===== config.mk =====
export PLATFORM = sky130hd
export DESIGN_NAME = dom_indep_mul_ft
export DESIGN_NICKNAME = d
export VERILOG_FILES = /design/src/rtl/dom_indep_mul_ft.sv
export SDC_FILE = /design/constraint.sdc
export NUM_CORES = 1
export LEC_CHECK = 0
export ABC_CLOCK_PERIOD_IN_PS = 2400
export CORE_AREA = 2 2 39 41
export DETAILED_ROUTE_END_ITERATION = 8
export DIE_AREA = 0 0 41 43
export PLACE_DENSITY = 0.58
export SLEW_MARGIN = 20
export SYNTH_ARGS = -nofsm -noshare
export SYNTH_HDL_FRONTEND = slang
export SYNTH_SLANG_ARGS = --single-unit
export TNS_END_PERCENT = 10

===== constraint.sdc =====
create_clock -name clk -period 2.4 [get_ports clk]
set_input_delay 0.48 -clock clk [delete_from_list [all_inputs] [get_ports clk]]
set_output_delay 0.48 -clock clk [all_outputs]
set_load 0.01 [all_outputs]

===== src/rtl/dom_indep_mul_ft.sv =====
`default_nettype none
// ============================================================================
// Module   : dom_indep_mul_ft
// Purpose  : Order-D DOM-indep masked AND gadget with a single register stage.
//            Define DOM_FAULT_CHECK_EN to add a duplicated shadow bank whose
//            compressed result is compared against the primary path.
// Revision : 1.0 - initial release
// ============================================================================
module dom_indep_mul_ft #(
    parameter int D     = 1,
    parameter int CNT_W = 4
) (
    input  logic                 clk,
    input  logic                 rst,
    input  logic                 in_valid,
    input  logic [D:0]           port_a,
    input  logic [D:0]           port_b,
    input  logic [D*(D+1)/2-1:0] port_r,
    output logic [D:0]           port_c,
    output logic                 out_valid,
    output logic                 port_f,
    output logic [CNT_W-1:0]     fault_cnt
);
    localparam int N = D + 1;

    // Partial products are stored row-major: element [i][j] lives at bit i*N+j.
    logic [N*N-1:0] w_q_d;
    logic [N*N-1:0] r_q;
    logic [N-1:0]   w_c;
    logic           r_out_valid;

    for (genvar i = 0; i < N; i++) begin : g_row
        for (genvar j = 0; j < N; j++) begin : g_col
            if (i == j) begin : g_inner
                assign w_q_d[i*N+j] = port_a[i] & port_b[j];
            end else if (i < j) begin : g_upper
                localparam int K = i*N - i*(i+1)/2 + (j-i-1);
                assign w_q_d[i*N+j] = (port_a[i] & port_b[j]) ^ port_r[K];
            end else begin : g_lower
                localparam int K = j*N - j*(j+1)/2 + (i-j-1);
                assign w_q_d[i*N+j] = (port_a[i] & port_b[j]) ^ port_r[K];
            end
        end
        assign w_c[i] = ^r_q[i*N +: N];
    end

    always_ff @(posedge clk) begin
        if (rst) begin
            r_q         <= '0;
            r_out_valid <= 1'b0;
        end else begin
            r_out_valid <= in_valid;
            if (in_valid) begin
                r_q <= w_q_d;
            end
        end
    end

    assign out_valid = r_out_valid;

`ifdef DOM_FAULT_CHECK_EN
    // Shadow path uses its own gates and registers so a single upset cannot
    // corrupt both results identically.
    logic [N*N-1:0]   w_s_d;
    logic [N*N-1:0]   r_s;
    logic [N-1:0]     w_cs;
    logic             w_mismatch;
    logic             r_fault;
    logic [CNT_W-1:0] r_cnt;

    for (genvar i = 0; i < N; i++) begin : g_srow
        for (genvar j = 0; j < N; j++) begin : g_scol
            if (i == j) begin : g_inner
                assign w_s_d[i*N+j] = port_a[i] & port_b[j];
            end else if (i < j) begin : g_upper
                localparam int K = i*N - i*(i+1)/2 + (j-i-1);
                assign w_s_d[i*N+j] = (port_a[i] & port_b[j]) ^ port_r[K];
            end else begin : g_lower
                localparam int K = j*N - j*(j+1)/2 + (i-j-1);
                assign w_s_d[i*N+j] = (port_a[i] & port_b[j]) ^ port_r[K];
            end
        end
        assign w_cs[i] = ^r_s[i*N +: N];
    end

    assign w_mismatch = r_out_valid & (w_c != w_cs);

    always_ff @(posedge clk) begin
        if (rst) begin
            r_s     <= '0;
            r_fault <= 1'b0;
            r_cnt   <= '0;
        end else begin
            if (in_valid) begin
                r_s <= w_s_d;
            end
            if (w_mismatch) begin
                r_fault <= 1'b1;
                if (r_cnt != {CNT_W{1'b1}}) begin
                    r_cnt <= r_cnt + 1'b1;
                end
            end
        end
    end

    assign port_c    = w_mismatch ? '0 : w_c;
    assign port_f    = r_fault;
    assign fault_cnt = r_cnt;
`else
    assign port_c    = w_c;
    assign port_f    = 1'b0;
    assign fault_cnt = '0;
`endif

endmodule
`default_nettype wire


==> impl_metrics.csv <==
group,metric,value,unit
routing,drc_errors,0,
worst_setup_path,cp.required,1920,ps
routing,drtPass1Iterations,3,
synth,yosys.area.top_type,"dfxtp_1",
sta,fin_setup_tns,0,ps
min_path,min_path_type,"register to register",
clock_network,clk_latency,240,ps
finish,final_cell_mix,"10 x clkdlybuf4s50_1, 5 x conb_1, 5 x dfxtp_1",
finish,regArea,100,um2
routing,wirelength,475,um
grt,grtUsageMet3,0.0157,
finish,final_cell_count_no_fill,58,
clock_network,cts_setup_buffers,0,
finish,drive_above_1_share,0.143,
synth,syn-instance-count,30,
sta,clock-skew-final,0,ps
placement,port-buffer-count,10,
worst_setup_path,path_max_fanout,2,
routing,vias,229,
finish,fin_nets,51,
routing,wire_per_inst,8.19,um
synth,ys_types,14,
clock_network,cts_hold_buf,0,
sta,final_max_slew_viol_count,0,
finish,fillers,157,
placement,dp_slack,716,ps
sta,fin_crit,1760,ps
die,floorplan.initialDensity,0.206,
synth,yosysWarnings,0,
synth,synth_area,285,um2
routing,via_per_inst,3.95,
sta,period_share,0.733,
power,power_density,591,nW/um2
clock_network,clock_path_buffers,2,
synth,synth_top_area_frac,0.351,
worst_setup_path,start_kind,"register",
grt,grt_start_max_net_pins,11,
worst_setup_path,cp_data_arrival_time,1280,ps
worst_setup_path,cpMaxStageDelayCell,"clkdlybuf4s50_1",
clock_network,cts_made_buffers,3,
synth,ys_ff_latch,5,
finish,diodes,0,
clock_network,cts_root_buf,"clkbuf_4",
grt,grt_util_met1,0.0906,
worst_setup_path,cp_cell_sequence,"xor2_1 > clkdlybuf4s50_1",
finish,fin_util,0.288,
sta,fmax,569,MHz
placement,place_congestion,0.637,
die,die_area,1760,um2
sta,worst_slack,641,ps
finish,final_common_cell,"clkdlybuf4s50_1",
grt,grt_overflow,0,
sta,setup_viol,0,
finish,finalInstanceArea,398,um2
clock_network,clock_sinks,5,
grt,met2_usage,0.0969,
grt,grt_pass1_wl,855,um
power,p_leak,0.161,nW
grt,antenna_found_initial,0,
flow_run,maxCapViolations,0,
routing,first_iter_violations,6,
synth,synth_area_leaders,"dfxtp_1 35%, buf_4 13%, a2111oi_2 11%, and4_1 6.1%, xor2_1 6.1%",
clock_network,cts_max_level,1,
clock_network,cts.clk_slew.worst_paths,50,ps
synth,avgSynthCellArea,9.51,um2
worst_setup_path,crit_buf_inv,1,
finish,multi_input_area,151,um2
clock_network,cts_tree,"built",
grt,grtUsageTotal,0.0744,
die,placementRows,14,
worst_setup_path,crit_type,"register to output port",
die,die_x,41,um
grt,busiest_layer,"met2",
die,core,1380,um2
synth,yosysSeqAreaShare,0.351,
run_status,status,"complete, no violations",
grt,grt_pass1_vias,213,
placement,place_area,372,um2
worst_setup_path,critPathTopFamily,"buffers and inverters",
sta,finalHoldViolCount,0,
routing,ant_nets,0,
finish,syn_to_final_growth,39.5,%
die,io-pin-count,16,
clock_network,post_cts_resized,0,
placement,dp_cells,54,
sta,rsz0062_at_grt,"false",
worst_setup_path,endpoint_kind,"output port",
power,ir_worst_vdd,0.000172,V
worst_setup_path,cp_slowest_stage_delay,540,ps
die,die_y,43,um
## routing by layer
metal | vias up | wire (um)
met2 | 15 | 223
met1 | 97 | 201
met4 | 0 | 14
met5 | - | 0
li1 | 115 | -
met3 | 2 | 36
## power breakdown
group | switching [W] | leakage, nW | internal [W]
Clock | 0.0000359 | 0.0150 | 0.0000630
Combinational | 0.0000194 | 0.104 | 0.0000258
Sequential | 0.00000282 | 0.0413 | 0.0000882
## through the flow
step / total power [W] / hold WS (ps)
after floorplan: 0.000120 / 450
after global placement: 0.000138 / 472
after detailed placement: 0.000138 / 480
after CTS: 0.000238 / 487
after global routing: 0.000249 / 526
final: 0.000235 / 484
## sequential cells by signal, summed over array words and instances, names as in the netlist
register and flops:
out_valid 1, r_q 4
## layout make-up
class | count | share of cell area
multi-input cells | 23 | 0.381
clock buffers | 4 | 0.0660
repair buffers | 10 | 0.252
flip-flops and latches | 5 | 0.252
well taps | 16 | 0.0503
## path summary, 6_finish.rpt
| kind | to | slack [ps] | cells after the start | startpoint |
|---|---|---|---|---|
| max | port_c[1] | 640 | 2 | r_q[2] |
| min | r_q[0] | 480 | 2 | r_q[0] |
| max reg2reg | r_q[2] | 1610 | 2 | r_q[2] |
| min reg2reg | r_q[0] | 480 | 2 | r_q[0] |
## worst reg2reg max path: cells and delay by family, from the launching register on
| kind | cells | cell delay, ps |
|---|---|---|
| flops | 1 | 340 |
| simple gates | 1 | 60 |
| compound gates | 1 | 280 |
## kinds of logic after synthesis
family / synth area share
xor gates and xnor gates: 0.0614
AOI/OAI and AO/OA: 0.140
DFF: 0.351
buffers and inverters: 0.171
other: 0.0131
and+or+nand+nor: 0.263
## synth_stat cells
cell type,instances
buf_4,5
dfxtp_1,5
a2111oi_2,2
a21oi_1,2
and4_1,2
nand2_1,2
nand2b_1,2
nand3_1,2
nor2_1,2
xor2_1,2
buf_6,1
conb_1,1
nor2b_1,1
nor2b_4,1
Note: power is estimated with default switching activity, not from simulation.
